`config.mk`:
```
export PLATFORM = sky130hd
export DESIGN_NAME = mem_wb_stage_flat
export DESIGN_NICKNAME = d
export VERILOG_FILES = /design/src/rtl/mem_wb_if.sv /design/src/rtl/mem_wb_stage.sv /design/src/flat_wrapper.sv
export SDC_FILE = /design/constraint.sdc
export NUM_CORES = 1
export LEC_CHECK = 0
export CORE_AREA = 5 5 158 160
export CTS_CLUSTER_DIAMETER = 150
export CTS_CLUSTER_SIZE = 24
export DETAILED_ROUTE_END_ITERATION = 16
export DIE_AREA = 0 0 163 165
export PLACE_DENSITY = 0.74
export SLEW_MARGIN = 20
export SYNTH_ARGS = -nofsm -noshare
export SYNTH_HDL_FRONTEND = slang
export SYNTH_SLANG_ARGS = --single-unit
```
`constraint.sdc`:
```
create_clock -name clk -period 5.7 [get_ports clk]
set_input_delay 0.57 -clock clk [delete_from_list [all_inputs] [get_ports clk]]
set_output_delay 0.57 -clock clk [all_outputs]
set_load 0.02 [all_outputs]
```
`src/rtl/mem_wb_if.sv`:
```
// Memory-stage to writeback-stage handshake bundle.
// The memory stage (master) presents a completed result and raises memory_done;
// the writeback stage (slave) acknowledges with mem_wb_pipeline_valid.
interface mem_wb_if #(
    parameter int addr_width = 64
);
    logic                  memory_done;
    logic [63:0]           loaded_data_in;
    logic [63:0]           alu_data;
    logic [addr_width-1:0] pc_plus4;
    logic [4:0]            dest_reg;
    logic                  reg_write;
    logic                  mem_to_reg;
    logic                  jump_link;
    logic [2:0]            data_size;
    logic                  load_unsigned;
    logic                  mem_wb_pipeline_valid;

    // Memory stage side: drives the result, watches the acknowledge.
    modport master (
        output memory_done,
        output loaded_data_in,
        output alu_data,
        output pc_plus4,
        output dest_reg,
        output reg_write,
        output mem_to_reg,
        output jump_link,
        output data_size,
        output load_unsigned,
        input  mem_wb_pipeline_valid
    );

    // Writeback stage side: samples the result, drives the acknowledge.
    modport slave (
        input  memory_done,
        input  loaded_data_in,
        input  alu_data,
        input  pc_plus4,
        input  dest_reg,
        input  reg_write,
        input  mem_to_reg,
        input  jump_link,
        input  data_size,
        input  load_unsigned,
        output mem_wb_pipeline_valid
    );
endinterface

```
`src/rtl/mem_wb_stage.sv`:
```
// MEM/WB pipeline register and writeback stage.
// Captures one memory-stage result per four-phase handshake, extracts and
// extends load data, issues a single register-file write strobe, exposes the
// last written value for forwarding and counts retired instructions.
module mem_wb_stage #(
    parameter int addr_width = 64
) (
    input  logic        clk,
    input  logic        reset,
    mem_wb_if.slave     mem_if,
    output logic        rf_write_enable,
    output logic [4:0]  rf_write_addr,
    output logic [63:0] rf_write_data,
    output logic        fwd_valid,
    output logic [4:0]  fwd_reg,
    output logic [63:0] fwd_data,
    output logic [63:0] retired_count
);

    typedef enum logic {
        IDLE = 1'b0,
        HOLD = 1'b1
    } state_t;

    state_t                state_q, state_d;
    logic                  valid_q, valid_d;
    logic                  we_q, we_d;
    logic [4:0]            addr_q, addr_d;
    logic [63:0]           data_q, data_d;
    logic                  fwd_valid_q, fwd_valid_d;
    logic [63:0]           retired_q, retired_d;

    logic [addr_width-1:0] pc_link;
    logic [2:0]            byte_offset;
    logic [63:0]           load_shift;
    logic [63:0]           load_ext;
    logic [63:0]           wb_value;
    logic                  writes_rf;

    assign pc_link = mem_if.pc_plus4;

    // Align the byte offset to the access size, shift the doubleword down and extend it.
    always_comb begin
        byte_offset = 3'd0;
        load_shift  = '0;
        load_ext    = '0;
        case (mem_if.data_size)
            3'd0:    byte_offset = mem_if.alu_data[2:0];
            3'd1:    byte_offset = {mem_if.alu_data[2:1], 1'b0};
            3'd2:    byte_offset = {mem_if.alu_data[2], 2'b00};
            default: byte_offset = 3'd0;
        endcase
        load_shift = mem_if.loaded_data_in >> {byte_offset, 3'b000};
        case (mem_if.data_size)
            3'd0: begin
                if (mem_if.load_unsigned) load_ext = {56'd0, load_shift[7:0]};
                else                      load_ext = {{56{load_shift[7]}}, load_shift[7:0]};
            end
            3'd1: begin
                if (mem_if.load_unsigned) load_ext = {48'd0, load_shift[15:0]};
                else                      load_ext = {{48{load_shift[15]}}, load_shift[15:0]};
            end
            3'd2: begin
                if (mem_if.load_unsigned) load_ext = {32'd0, load_shift[31:0]};
                else                      load_ext = {{32{load_shift[31]}}, load_shift[31:0]};
            end
            default: load_ext = load_shift;
        endcase
    end

    // Pick the writeback source: link value first, then load data, else the ALU result.
    always_comb begin
        wb_value  = mem_if.alu_data;
        writes_rf = mem_if.reg_write && (mem_if.dest_reg != 5'd0);
        if (mem_if.jump_link) begin
            wb_value = 64'(pc_link);
        end else if (mem_if.mem_to_reg) begin
            wb_value = load_ext;
        end
    end

    // Handshake sequencing: capture once in IDLE, hold until memory_done drops.
    always_comb begin
        state_d     = state_q;
        valid_d     = valid_q;
        we_d        = 1'b0;
        addr_d      = addr_q;
        data_d      = data_q;
        fwd_valid_d = fwd_valid_q;
        retired_d   = retired_q;
        case (state_q)
            IDLE: begin
                if (mem_if.memory_done) begin
                    state_d     = HOLD;
                    valid_d     = 1'b1;
                    we_d        = writes_rf;
                    addr_d      = mem_if.dest_reg;
                    data_d      = wb_value;
                    fwd_valid_d = writes_rf;
                    retired_d   = retired_q + 64'd1;
                end
            end
            HOLD: begin
                if (!mem_if.memory_done) begin
                    state_d = IDLE;
                    valid_d = 1'b0;
                end
            end
            default: begin
                state_d = IDLE;
                valid_d = 1'b0;
            end
        endcase
    end

    // State and registered outputs; an asserted reset discards any held result.
    always_ff @(posedge clk or negedge reset) begin
        if (!reset) begin
            state_q     <= IDLE;
            valid_q     <= 1'b0;
            we_q        <= 1'b0;
            addr_q      <= 5'd0;
            data_q      <= 64'd0;
            fwd_valid_q <= 1'b0;
            retired_q   <= 64'd0;
        end else begin
            state_q     <= state_d;
            valid_q     <= valid_d;
            we_q        <= we_d;
            addr_q      <= addr_d;
            data_q      <= data_d;
            fwd_valid_q <= fwd_valid_d;
            retired_q   <= retired_d;
        end
    end

    assign mem_if.mem_wb_pipeline_valid = valid_q;
    assign rf_write_enable              = we_q;
    assign rf_write_addr                = addr_q;
    assign rf_write_data                = data_q;
    assign fwd_valid                    = fwd_valid_q;
    assign fwd_reg                      = addr_q;
    assign fwd_data                     = data_q;
    assign retired_count                = retired_q;

endmodule

```
`src/flat_wrapper.sv`:
```
// flat-port wrapper written by rule: the top's interface ports become plain ports
module mem_wb_stage_flat 
#(
    parameter int addr_width = 64
)
  (clk, reset, rf_write_enable, rf_write_addr, rf_write_data, fwd_valid, fwd_reg, fwd_data, retired_count, mem_if_memory_done, mem_if_loaded_data_in, mem_if_alu_data, mem_if_pc_plus4, mem_if_dest_reg, mem_if_reg_write, mem_if_mem_to_reg, mem_if_jump_link, mem_if_data_size, mem_if_load_unsigned, mem_if_mem_wb_pipeline_valid);
  mem_wb_if #(.addr_width(addr_width)) mem_if_i ();
  input  logic clk;
  input  logic reset;
  output logic rf_write_enable;
  output logic [4:0] rf_write_addr;
  output logic [63:0] rf_write_data;
  output logic fwd_valid;
  output logic [4:0] fwd_reg;
  output logic [63:0] fwd_data;
  output logic [63:0] retired_count;
  input wire logic [$bits(mem_if_i.memory_done)-1:0] mem_if_memory_done;
  input wire logic [$bits(mem_if_i.loaded_data_in)-1:0] mem_if_loaded_data_in;
  input wire logic [$bits(mem_if_i.alu_data)-1:0] mem_if_alu_data;
  input wire logic [$bits(mem_if_i.pc_plus4)-1:0] mem_if_pc_plus4;
  input wire logic [$bits(mem_if_i.dest_reg)-1:0] mem_if_dest_reg;
  input wire logic [$bits(mem_if_i.reg_write)-1:0] mem_if_reg_write;
  input wire logic [$bits(mem_if_i.mem_to_reg)-1:0] mem_if_mem_to_reg;
  input wire logic [$bits(mem_if_i.jump_link)-1:0] mem_if_jump_link;
  input wire logic [$bits(mem_if_i.data_size)-1:0] mem_if_data_size;
  input wire logic [$bits(mem_if_i.load_unsigned)-1:0] mem_if_load_unsigned;
  output wire logic [$bits(mem_if_i.mem_wb_pipeline_valid)-1:0] mem_if_mem_wb_pipeline_valid;
  assign mem_if_i.memory_done = mem_if_memory_done;
  assign mem_if_i.loaded_data_in = mem_if_loaded_data_in;
  assign mem_if_i.alu_data = mem_if_alu_data;
  assign mem_if_i.pc_plus4 = mem_if_pc_plus4;
  assign mem_if_i.dest_reg = mem_if_dest_reg;
  assign mem_if_i.reg_write = mem_if_reg_write;
  assign mem_if_i.mem_to_reg = mem_if_mem_to_reg;
  assign mem_if_i.jump_link = mem_if_jump_link;
  assign mem_if_i.data_size = mem_if_data_size;
  assign mem_if_i.load_unsigned = mem_if_load_unsigned;
  assign mem_if_mem_wb_pipeline_valid = mem_if_i.mem_wb_pipeline_valid;
  mem_wb_stage #(.addr_width(addr_width)) u_core (.clk(clk), .reset(reset), .mem_if(mem_if_i), .rf_write_enable(rf_write_enable), .rf_write_addr(rf_write_addr), .rf_write_data(rf_write_data), .fwd_valid(fwd_valid), .fwd_reg(fwd_reg), .fwd_data(fwd_data), .retired_count(retired_count));
endmodule
```
# Yosys cells after proc, flatten, opt, wreduce, memory -nomap -nowiden
# Cells that the tools add are included.
[classes]
bitwise = 1
mux = 13
addsub = 1
n_shift = 1
eq_ne = 4
n_reduce_logical = 5
[ops]
columns = ["cell", "count"]
rows = [
  ["$mux W64", 5],
  ["$pmux W64 S3", 1],
  ["$add A64 B1 Y64 const B", 1],
  ["$shr A64 B6 Y64", 1],
  ["$pmux W3 S3", 1],
  ["$mux W1", 5],
  ["$reduce_bool A5 Y1", 1],
  ["$ne A2 B2 Y1 const B", 2],
  ["$reduce_and A2 Y1", 2],
  ["$eq A3 B1 Y1 const B", 1],
  ["$eq A3 B2 Y1 const B", 1],
  ["$logic_not A3 Y1", 1],
  ["$pmux W1 S2", 1],
  ["$logic_and A1 B1 Y1", 1],
  ["$not A1 Y1", 1],
]
[word_totals]
regBits = 137
out_inout_bits = 205
wordCells = 32
inputBits = 207

# Depth between registers and ports, before layout
# Gate-level depths: netlist of run 1.
[logic_depth]
depth_word = 7
depth_mapped = 9

# Worst setup path before layout of run 1
# No wires, ideal clock.
[synth_path]
path_kind = "in2reg"
from = "input port mem_if_data_size[0]"
to = "register u_core.data_q[44], in the netlist u_core.fwd_data[44]"
path_stages = 9
t_arrival_ns = 2.430
slack_ns = 3.145
cell_sequence = "or4b_1 > buf_2 > or3_4 > o2111ai_2 > o311ai_4 > buf_6 > buf_6 > nor4_1 > o21ai_1"
[synth_between]
elab_chain_cells = 7
word_cells_on_any_way = 11
[synth_lines]
columns = ["item", "line_no", "text"]
rows = [
  ["start: declaration", "flat_wrapper.sv:25", "input wire logic [$bits(mem_if_i.data_size)-1:0] mem_if_data_size;"],
  ["$eq A3 B2 Y1 (tied with other cells)", "mem_wb_stage.sv:47, mem_wb_stage.sv:54", ""],
  ["$pmux W3 S3", "mem_wb_stage.sv:47", "case (mem_if.data_size)"],
  ["$shr A64 B6 Y64", "mem_wb_stage.sv:53", "load_shift = mem_if.loaded_data_in >> {byte_offset, 3'b000};"],
  ["$mux W64, on equally long branches", "mem_wb_stage.sv:64, mem_wb_stage.sv:56, mem_wb_stage.sv:60", ""],
  ["$pmux W64 S3 *", "mem_wb_stage.sv:54", "case (mem_if.data_size)"],
  ["$mux W64 *", "mem_wb_stage.sv:77", "end else if (mem_if.mem_to_reg) begin"],
  ["$mux W64 *", "mem_wb_stage.sv:75", "if (mem_if.jump_link) begin"],
  ["end signal: assignment", "mem_wb_stage.sv:131", "data_q <= data_d;"],
  ["end: declaration", "mem_wb_stage.sv:29", "logic [63:0] data_q, data_d;"],
]
# Every way passes the cells marked *; elsewhere a longest branch is shown, timed or not.
# A chain may end at the register's enable or synchronous reset.

# Final worst setup path of run 1
[layout_path]
from = "input port mem_if_data_size[1]"
to = "register u_core.data_q[40], in the netlist u_core.fwd_data[40]"
# The elaborated chain is that of the path after synthesis.

==> impl_results.html, run 1 <==
<table>
<tr><th>Metric</th><th>Value</th></tr>
<tr><th colspan="2">Timing</th></tr>
<tr><td>Max Clock Skew</td><td>10.39 ps</td></tr>
<tr><td>Post-route clock period utilization</td><td>65.28%</td></tr>
<tr><td>RSZ-0062 raised after global routing</td><td>no</td></tr>
<tr><td>Min cycle time layout</td><td>3721 ps</td></tr>
<tr><td>Achievable Freq</td><td>268.7 MHz</td></tr>
<tr><td>Rel. slew slack</td><td>31.43%</td></tr>
<tr><td>Slew Limit Fails</td><td>0</td></tr>
<tr><td>Final Setup Violations</td><td>0</td></tr>
<tr><td>Number of hold-slack violations in the final timing report</td><td>0</td></tr>
<tr><td>Final setup TNS</td><td>0 ps</td></tr>
<tr><td>Slew @ Worst Pin</td><td>1026 ps</td></tr>
<tr><th colspan="2">Critical path</th></tr>
<tr><td>Sequence of cells on the critical path</td><td>clkdlybuf4s50_1 &gt; nor2_2 &gt; o21ai_0 &gt; a211oi_1 &gt; o311ai_4 &gt; buf_4 &gt; a2111oi_0 &gt; o21ai_1</td></tr>
<tr><td>Worst setup path endpoint</td><td>u_core.fwd_data[40]</td></tr>
<tr><td>R2R Setup Slk</td><td>3150 ps</td></tr>
<tr><td>Depth of the most critical reg-to-reg path</td><td>9</td></tr>
<tr><td>RR Endpoint</td><td>u_core.retired_count[57]</td></tr>
<tr><td>Buffers &amp; Inverters on Critical Path</td><td>2</td></tr>
<tr><td>Kind of critical path</td><td>input pin to register</td></tr>
<tr><td>Master of the slowest instance on the critical path</td><td>sky130_fd_sc_hd__nor2_2</td></tr>
<tr><td>Dominant delay contributor by cell family on the critical path</td><td>compound AO/OA/AOI/OAI gates</td></tr>
<tr><td>Arrival time of data at the critical path endpoint</td><td>4020 ps</td></tr>
<tr><td>Largest stage delay on the critical path</td><td>690 ps</td></tr>
<tr><td>Kind of start point of the critical path</td><td>input pin</td></tr>
<tr><td>CP endpoint kind</td><td>register</td></tr>
<tr><td>Number of cells on the critical path</td><td>8</td></tr>
<tr><td>Reg-to-Reg Start</td><td>u_core.state_q</td></tr>
<tr><td>Req. time, crit path</td><td>5990 ps</td></tr>
<tr><td>CP Launch Point</td><td>mem_if_data_size[1]</td></tr>
<tr><td>CP Max Fanout</td><td>26</td></tr>
<tr><th colspan="2">Power</th></tr>
<tr><td>Worst supply voltage drop on vdd</td><td>0.0001666 V</td></tr>
<tr><td>Reported leakage power</td><td>5.162 nW</td></tr>
<tr><td>Sw Share</td><td>33.90%</td></tr>
<tr><td>Internal power</td><td>2.186 mW</td></tr>
<tr><td>P per Cell Area</td><td>253.3 mW/mm^2</td></tr>
<tr><td>Net load switching power</td><td>1.121 mW</td></tr>
<tr><td>Clock group share of total power</td><td>32.3%</td></tr>
<tr><td>Pwr Total</td><td>3.307 mW</td></tr>
<tr><td>Portion of total power attributed to combinational logic</td><td>32.3%</td></tr>
<tr><td>Portion of total power attributed to sequential cells</td><td>35.4%</td></tr>
<tr><th colspan="2">Finish</th></tr>
<tr><td>Diode count</td><td>0</td></tr>
<tr><td>Syn-to-layout area delta</td><td>51.28%</td></tr>
<tr><td>Utilization of the core after routing</td><td>56.14%</td></tr>
<tr><td>Final layout net count</td><td>1526</td></tr>
<tr><td>Layout cells sized above 1</td><td>6.245%</td></tr>
<tr><td>Number of filler instances in the final layout</td><td>2111</td></tr>
<tr><th colspan="2">Route</th></tr>
<tr><td>Number of DRC markers after the initial detailed-route iteration</td><td>536</td></tr>
<tr><td>Initial DRT Pass Iterations</td><td>5</td></tr>
<tr><td>Routed length on met3</td><td>3.295 mm</td></tr>
<tr><td>Met2 WL post-DR</td><td>18.99 mm</td></tr>
<tr><td>Total routed wirelength</td><td>37.85 mm</td></tr>
<tr><td>Met1 wire length</td><td>14.65 mm</td></tr>
<tr><td>Per-cell via count in the routed design</td><td>5.501</td></tr>
<tr><td>Highest routed metal layer</td><td>met5</td></tr>
<tr><td>Detail Route Antenna Nets</td><td>0</td></tr>
<tr><td>Total DRC errors in the routed layout</td><td>0</td></tr>
<tr><td>Vias post-DR</td><td>9065</td></tr>
<tr><td>Routed wire length per instance</td><td>22.96 um</td></tr>
<tr><th colspan="2">Floorplanning</th></tr>
<tr><td>Die span in y</td><td>165 um</td></tr>
<tr><td>I/O pin total</td><td>412</td></tr>
<tr><td>Die span in x</td><td>163 um</td></tr>
<tr><td>Standard-cell rows</td><td>56</td></tr>
<tr><td>Initial Utilization</td><td>37.11%</td></tr>
<tr><td>Core Area</td><td>0.02326 mm^2</td></tr>
<tr><td>Die Outline Area</td><td>0.02690 mm^2</td></tr>
<tr><th colspan="2">Global routing</th></tr>
<tr><td>Number of antenna violations at the first check in global routing</td><td>2</td></tr>
<tr><td>Wire length of the first global-routing pass</td><td>55.75 mm</td></tr>
<tr><td>Pin count of the biggest net entering global routing</td><td>79</td></tr>
<tr><td>All-layer global routing usage</td><td>27.24%</td></tr>
<tr><td>Via count of the first global-routing pass</td><td>8929</td></tr>
<tr><td>Grt ovf</td><td>0</td></tr>
<tr><th colspan="2">Job</th></tr>
<tr><td>Number of violations of the max-capacitance limit</td><td>0</td></tr>
<tr><th colspan="2">CTS</th></tr>
<tr><td>TritonCTS buffer count</td><td>17</td></tr>
<tr><td>CTS root buffer</td><td>sky130_fd_sc_hd__clkbuf_16</td></tr>
<tr><td>Setup fix buffers added after clock tree synthesis</td><td>0</td></tr>
<tr><td>Post-CTS Hold Fix Bufs</td><td>0</td></tr>
<tr><td>Clock tree from TritonCTS</td><td>yes</td></tr>
<tr><td>CTS clk-pin slew, worst paths</td><td>60 ps</td></tr>
<tr><td>Num Clock Sinks</td><td>137</td></tr>
<tr><td>Cells resized by post-CTS repair</td><td>0</td></tr>
<tr><td>Clock Tree Buf Depth</td><td>2</td></tr>
<tr><td>H-tree depth</td><td>4</td></tr>
<tr><td>Insertion delay to the later sink of the worst-skew pair</td><td>420 ps</td></tr>
<tr><th colspan="2">Placement</th></tr>
<tr><td>RePlAce Congestion</td><td>0.9338</td></tr>
<tr><td>Port-buffer cells</td><td>411</td></tr>
<tr><td>Half-perimeter wire length of the detailed placement result</td><td>29.47 mm</td></tr>
<tr><th colspan="2">Logic synthesis</th></tr>
<tr><td>Nets in the synthesized netlist</td><td>1224</td></tr>
<tr><td>Distinct cell type count after synthesis</td><td>51</td></tr>
<tr><td>Share of synthesized registers carrying an async set or reset</td><td>100.0%</td></tr>
<tr><td>EDFF count, synth</td><td>0</td></tr>
<tr><td>Share of the synthesized area in the top cell type</td><td>39.71%</td></tr>
<tr><td>Top cell types by occurrence after synthesis</td><td>187 x sky130_fd_sc_hd__nand2_1, 156 x sky130_fd_sc_hd__o21ai_0, 137 x sky130_fd_sc_hd__dfrtp_1</td></tr>
<tr><td>Most area-consuming cells after synthesis</td><td>sky130_fd_sc_hd__dfrtp_1 40%, sky130_fd_sc_hd__o21ai_0 9.0%, sky130_fd_sc_hd__nand2_1 8.1%</td></tr>
<tr><td>Synthesis-stage register bit count</td><td>137</td></tr>
<tr><td>Synth Area per Inst</td><td>8.506 um^2</td></tr>
<tr><td>Cell taking the most area after synthesis</td><td>sky130_fd_sc_hd__dfrtp_1</td></tr>
<tr><td>Synth Instances</td><td>1015</td></tr>
<tr><td>Most numerous cell in the Yosys netlist</td><td>sky130_fd_sc_hd__nand2_1</td></tr>
<tr><td>Most used DFF post-synth</td><td>sky130_fd_sc_hd__dfrtp_1</td></tr>
<tr><td>Register area share after synthesis</td><td>39.71%</td></tr>
<tr><td>Combined area of all synthesized cells</td><td>0.008633 mm^2</td></tr>
<tr><td>Synthesis Warnings</td><td>0</td></tr>
<tr><th colspan="2">Outcome</th></tr>
<tr><td>Outcome</td><td>complete, no violations</td></tr>
<tr><th colspan="2">Min path</th></tr>
<tr><td>Hold crit path type</td><td>input pin to asynchronous set/reset pin</td></tr>
</table>
## final cells by class
class	instances	area, um^2	area share (%)
clock inverters	14	126.4	0.9676
inverters	15	56.30	0.4311
clock buffers	17	425.4	3.257
repair buffers	425	4250	32.54
well taps	319	399.1	3.056
multi-input cells	721	4374	33.49
flip-flops and latches	137	3428	26.25
## placed cells by master, fill, tap and decap left out, drive strengths merged, types with 3 or more instances in the layout
master	n
mux2	7
mux2i	20
inv	17
nand4	21
nor4	13
dfrtp	137
clkbuf	17
o21ai	186
clkdlybuf4s50	408
o311ai	8
nor2	31
nor2b	3
clkinv	7
and2	3
o211ai	5
o22ai	7
nand2	187
buf	17
nor3b	3
xnor2	47
a21oi	28
clkinvlp	4
xor2	16
nand3b	3
and3	7
nand3	36
nor3	19
and4	10
mux4	13
a2111oi	29
## worst min-delay path by stage
stage | start | end | slack (ps) | cells past startpoint
final | reset | u_core.retired_count[14] | 200 | 1
after global routing | reset | u_core.retired_count[14] | 240 | 1
after CTS | reset | u_core.retired_count[14] | 210 | 1
after detailed placement | u_core.state_q | u_core.rf_write_enable | 460 | 1
after global placement | u_core.state_q | u_core.rf_write_enable | 440 | 1
after floorplan | reset | u_core.fwd_data[0] | 270 | 0
## kinds of logic (layout without fill, tap and decap cells)
group,after synthesis,count (layout),synth area share [%]
buffers and inverters,157,471,10.25
and+or+nand+nor,345,345,18.58
muxes,40,40,6.623
AOI/OAI and AO/OA,271,271,18.16
adders and majority gates,2,2,0.2898
DFF,137,137,39.71
xor gates and xnor gates,63,63,6.391
## metrics by stage
| step | cells | area (um^2) | hold slack, ps | setup WS, ps |
|---|---|---|---|---|
| 6_report | 1648 | 13060 | 198.1 | 1979 |
| 5_1_grt | 1648 | 13060 | 244.8 | 1802 |
| 4_1_cts | 1648 | 13060 | 210.4 | 2089 |
| 3_5_place_dp | 1617 | 12510 | 458.4 | 1662 |
| 3_3_place_gp | 1615 | 12450 | 442.7 | 1759 |
| 2_1_floorplan | 1015 | 8633 | 274.4 | 3145 |
## power by group through the flow
stage,logic (mW),registers (mW),clock network [mW]
final,1.07,1.17,1.07
after global routing,1.13,1.19,1.13
after CTS,1.08,1.17,1.08
after detailed placement,1.07,1.19,0
after global placement,1.06,1.18,0
after floorplan,0.434,1.27,0
## routing by layer
layer  vias up  GRT usage, %
met1      4411         32.71
met3        62         7.562
met5         -             0
met2       432         47.83
li1       4156             -
met4         4         7.930
## worst register-to-register path, cell delays in order (launching register included)
cell                      delay, ps
sky130_fd_sc_hd__dfrtp_1        390
sky130_fd_sc_hd__inv_1           90
sky130_fd_sc_hd__ha_4           290
sky130_fd_sc_hd__and4_1         310
sky130_fd_sc_hd__nand4_1        160
sky130_fd_sc_hd__nor4_2         330
sky130_fd_sc_hd__buf_4          240
sky130_fd_sc_hd__and4_1         320
sky130_fd_sc_hd__nand4_1        160
sky130_fd_sc_hd__xnor2_1        150
Power figures use the tool's default switching activity.
==> run 2: changes to the inputs <==
Settings changed: CORE_AREA 5 5 158 160 to 5 5 159 161, DIE_AREA 0 0 163 165 to 0 0 164 166, PLACE_DENSITY 0.74 to 0.73.
Clock period 5.7 ns to 3.8 ns, I/O delays scaled along.
==> run 2 against run 1 <==
  * Combinational power rose by 50%
  * Clock power rose by 52%
  * Sequential share of layout area fell by 0.20 points
  * Die area rose by 1.2%
  * Clock skew rose by 6.8 ps
  * Global-route usage fell by 0.24 points
  * First-iteration DRC count rose by 18%
  * Utilization fell by 0.90 points
  * Largest power group unchanged
==> impl_results.html, run 2 (synthesis results as in run 1) <==
<table>
<tr><th>Metric</th><th>Value</th></tr>
<tr><th colspan="2">CTS</th></tr>
<tr><td>Post-CTS Hold Fix Bufs</td><td>0</td></tr>
<tr><td>Num Clock Sinks</td><td>137</td></tr>
<tr><td>CTS root buffer</td><td>sky130_fd_sc_hd__clkbuf_16</td></tr>
<tr><td>TritonCTS buffer count</td><td>17</td></tr>
<tr><td>CTS clk-pin slew, worst paths</td><td>70 ps</td></tr>
<tr><td>H-tree depth</td><td>4</td></tr>
<tr><td>Cells resized by post-CTS repair</td><td>0</td></tr>
<tr><td>Insertion delay to the later sink of the worst-skew pair</td><td>430 ps</td></tr>
<tr><td>Setup fix buffers added after clock tree synthesis</td><td>0</td></tr>
<tr><td>Clock Tree Buf Depth</td><td>2</td></tr>
<tr><td>Clock tree from TritonCTS</td><td>yes</td></tr>
<tr><th colspan="2">Timing</th></tr>
<tr><td>RSZ-0062 raised after global routing</td><td>no</td></tr>
<tr><td>Post-route clock period utilization</td><td>78.31%</td></tr>
<tr><td>Slew @ Worst Pin</td><td>998.9 ps</td></tr>
<tr><td>Achievable Freq</td><td>336.1 MHz</td></tr>
<tr><td>Hold slack</td><td>90.42 ps</td></tr>
<tr><td>Final setup TNS</td><td>0 ps</td></tr>
<tr><td>Min cycle time layout</td><td>2976 ps</td></tr>
<tr><td>Slew Limit Fails</td><td>0</td></tr>
<tr><td>Final Setup Violations</td><td>0</td></tr>
<tr><td>Rel. slew slack</td><td>33.41%</td></tr>
<tr><td>Max Clock Skew</td><td>17.23 ps</td></tr>
<tr><td>Number of hold-slack violations in the final timing report</td><td>0</td></tr>
<tr><th colspan="2">Floorplanning</th></tr>
<tr><td>Die Outline Area</td><td>0.02722 mm^2</td></tr>
<tr><td>Initial Utilization</td><td>36.24%</td></tr>
<tr><td>Standard-cell rows</td><td>57</td></tr>
<tr><td>Die span in y</td><td>166 um</td></tr>
<tr><td>I/O pin total</td><td>412</td></tr>
<tr><td>Die span in x</td><td>164 um</td></tr>
<tr><td>Core Area</td><td>0.02382 mm^2</td></tr>
<tr><th colspan="2">Critical path</th></tr>
<tr><td>Kind of critical path</td><td>input pin to register</td></tr>
<tr><td>Depth of the most critical reg-to-reg path</td><td>9</td></tr>
<tr><td>R2R Setup Slk</td><td>1400 ps</td></tr>
<tr><td>CP Max Fanout</td><td>12</td></tr>
<tr><td>CP endpoint kind</td><td>register</td></tr>
<tr><td>RR Endpoint</td><td>u_core.retired_count[60]</td></tr>
<tr><td>Arrival time of data at the critical path endpoint</td><td>3270 ps</td></tr>
<tr><td>Worst setup path endpoint</td><td>u_core.fwd_data[13]</td></tr>
<tr><td>CP Launch Point</td><td>mem_if_data_size[0]</td></tr>
<tr><td>Req. time, crit path</td><td>4090 ps</td></tr>
<tr><td>Kind of start point of the critical path</td><td>input pin</td></tr>
<tr><td>Reg-to-Reg Start</td><td>u_core.state_q</td></tr>
<tr><th colspan="2">Placement</th></tr>
<tr><td>RePlAce Congestion</td><td>0.9029</td></tr>
<tr><td>Placed inst area</td><td>0.01258 mm^2</td></tr>
<tr><td>Half-perimeter wire length of the detailed placement result</td><td>28.91 mm</td></tr>
<tr><td>Port-buffer cells</td><td>411</td></tr>
<tr><th colspan="2">Route</th></tr>
<tr><td>Total DRC errors in the routed layout</td><td>0</td></tr>
<tr><td>Total routed wirelength</td><td>37.10 mm</td></tr>
<tr><td>Vias post-DR</td><td>8996</td></tr>
<tr><td>Detail Route Antenna Nets</td><td>0</td></tr>
<tr><td>Met1 wire length</td><td>14.68 mm</td></tr>
<tr><td>Number of DRC markers after the initial detailed-route iteration</td><td>631</td></tr>
<tr><td>Initial DRT Pass Iterations</td><td>5</td></tr>
<tr><td>Met2 WL post-DR</td><td>18.29 mm</td></tr>
<tr><td>Per-cell via count in the routed design</td><td>5.397</td></tr>
<tr><td>Routed wire length per instance</td><td>22.26 um</td></tr>
<tr><td>Highest routed metal layer</td><td>met5</td></tr>
<tr><td>Routed length on met3</td><td>3.162 mm</td></tr>
<tr><th colspan="2">Global routing</th></tr>
<tr><td>Pin count of the biggest net entering global routing</td><td>119</td></tr>
<tr><td>Via count of the first global-routing pass</td><td>9186</td></tr>
<tr><td>Grt ovf</td><td>0</td></tr>
<tr><td>Number of antenna violations at the first check in global routing</td><td>1</td></tr>
<tr><td>Wire length of the first global-routing pass</td><td>56.75 mm</td></tr>
<tr><td>All-layer global routing usage</td><td>27.00%</td></tr>
<tr><th colspan="2">Outcome</th></tr>
<tr><td>Outcome</td><td>complete, no violations</td></tr>
<tr><th colspan="2">Finish</th></tr>
<tr><td>Utilization of the core after routing</td><td>55.24%</td></tr>
<tr><td>Summed area of non-filler cells in the final layout</td><td>0.01316 mm^2</td></tr>
<tr><td>Layout cells sized above 1</td><td>7.223%</td></tr>
<tr><td>Most frequent cells in the layout</td><td>408 x sky130_fd_sc_hd__clkdlybuf4s50_1, 187 x sky130_fd_sc_hd__nand2_1, 156 x sky130_fd_sc_hd__o21ai_0, 137 x sky130_fd_sc_hd__dfrtp_1, 47 x sky130_fd_sc_hd__xnor2_1</td></tr>
<tr><td>Final layout net count</td><td>1539</td></tr>
<tr><td>Diode count</td><td>0</td></tr>
<tr><td>Syn-to-layout area delta</td><td>52.42%</td></tr>
<tr><td>Number of filler instances in the final layout</td><td>2191</td></tr>
<tr><td>Leading cell type in the layout, fill and taps excluded</td><td>sky130_fd_sc_hd__clkdlybuf4s50_1</td></tr>
<tr><th colspan="2">Power</th></tr>
<tr><td>P per Cell Area</td><td>379.4 mW/mm^2</td></tr>
<tr><td>Worst supply voltage drop on vdd</td><td>0.0002150 V</td></tr>
<tr><td>Reported leakage power</td><td>5.220 nW</td></tr>
<tr><th colspan="2">Min path</th></tr>
<tr><td>Hold crit path type</td><td>input pin to asynchronous set/reset pin</td></tr>
<tr><th colspan="2">Job</th></tr>
<tr><td>Number of violations of the max-capacitance limit</td><td>0</td></tr>
</table>
## run 2: cell count changes in the layout (fill, tap and decap cells not counted)
cell | previous run | this run
sky130_fd_sc_hd__clkinv_2 | 4 | 0
sky130_fd_sc_hd__inv_6 | 1 | 7
sky130_fd_sc_hd__bufinv_16 | 1 | 0
sky130_fd_sc_hd__clkbuf_8 | 0 | 2
sky130_fd_sc_hd__buf_16 | 2 | 0
sky130_fd_sc_hd__clkinv_8 | 0 | 2
sky130_fd_sc_hd__buf_12 | 0 | 1
sky130_fd_sc_hd__clkinv_4 | 3 | 1
sky130_fd_sc_hd__inv_8 | 1 | 0
sky130_fd_sc_hd__buf_6 | 1 | 0
sky130_fd_sc_hd__buf_4 | 12 | 26
## run 2: layout make-up
| class | count | area [um^2] | area share (%) |
|---|---|---|---|
| Timing Repair Buffer | 438 | 4323 | 32.85 |
| Tap cell | 324 | 405.4 | 3.081 |
| Clock buffer | 18 | 439.2 | 3.337 |
| Clock inverter | 14 | 132.6 | 1.008 |
| Inverter | 15 | 56.30 | 0.4279 |
| Multi-Input combinational cell | 721 | 4374 | 33.24 |
| Sequential cell | 137 | 3428 | 26.05 |
## run 2: routing by layer
metal	vias to the layer above	track usage, %
li1	4173	-
met1	4301	33.64
met2	457	45.84
met3	63	7.074
met4	2	8.096
met5	-	0
## run 2: worst max-delay path, cell delays in order
cell and delay [ps]:
sky130_fd_sc_hd__clkdlybuf4s50_1 610, sky130_fd_sc_hd__or4b_1 660, sky130_fd_sc_hd__or3_4 370, sky130_fd_sc_hd__o2111ai_2 130, sky130_fd_sc_hd__o211ai_1 320, sky130_fd_sc_hd__a2111oi_0 550, sky130_fd_sc_hd__buf_4 190, sky130_fd_sc_hd__o21ai_0 60
## run 2: how the worst min path moves through the flow
stage,from,end,slack (ps),cells past startpoint
floorplan,reset,u_core.fwd_data[0],80,0
detailed placement,u_core.state_q,u_core.rf_write_enable,460,1
finish,reset,u_core.retired_count[40],90,1
global placement,u_core.state_q,u_core.rf_write_enable,440,1
global route,reset,u_core.retired_count[62],180,1
CTS,reset,u_core.retired_count[57],180,1
## run 2: power breakdown
part | total [mW] | internal [mW] | switching, mW
clock | 1.63 | 0.879 | 0.753
combinational | 1.60 | 0.785 | 0.818
sequential | 1.76 | 1.60 | 0.157
## run 2: stage by stage
| step | total power, mW | setup WS [ps] | std cells |
|---|---|---|---|
| finish | 4.993 | 824.4 | 1667 |
| global route | 5.215 | 553.6 | 1667 |
| CTS | 5.027 | 827.1 | 1667 |
| detailed placement | 3.392 | 403.5 | 1635 |
| global placement | 3.381 | 425.9 | 1635 |
| floorplan | 2.557 | 1435 | 1015 |
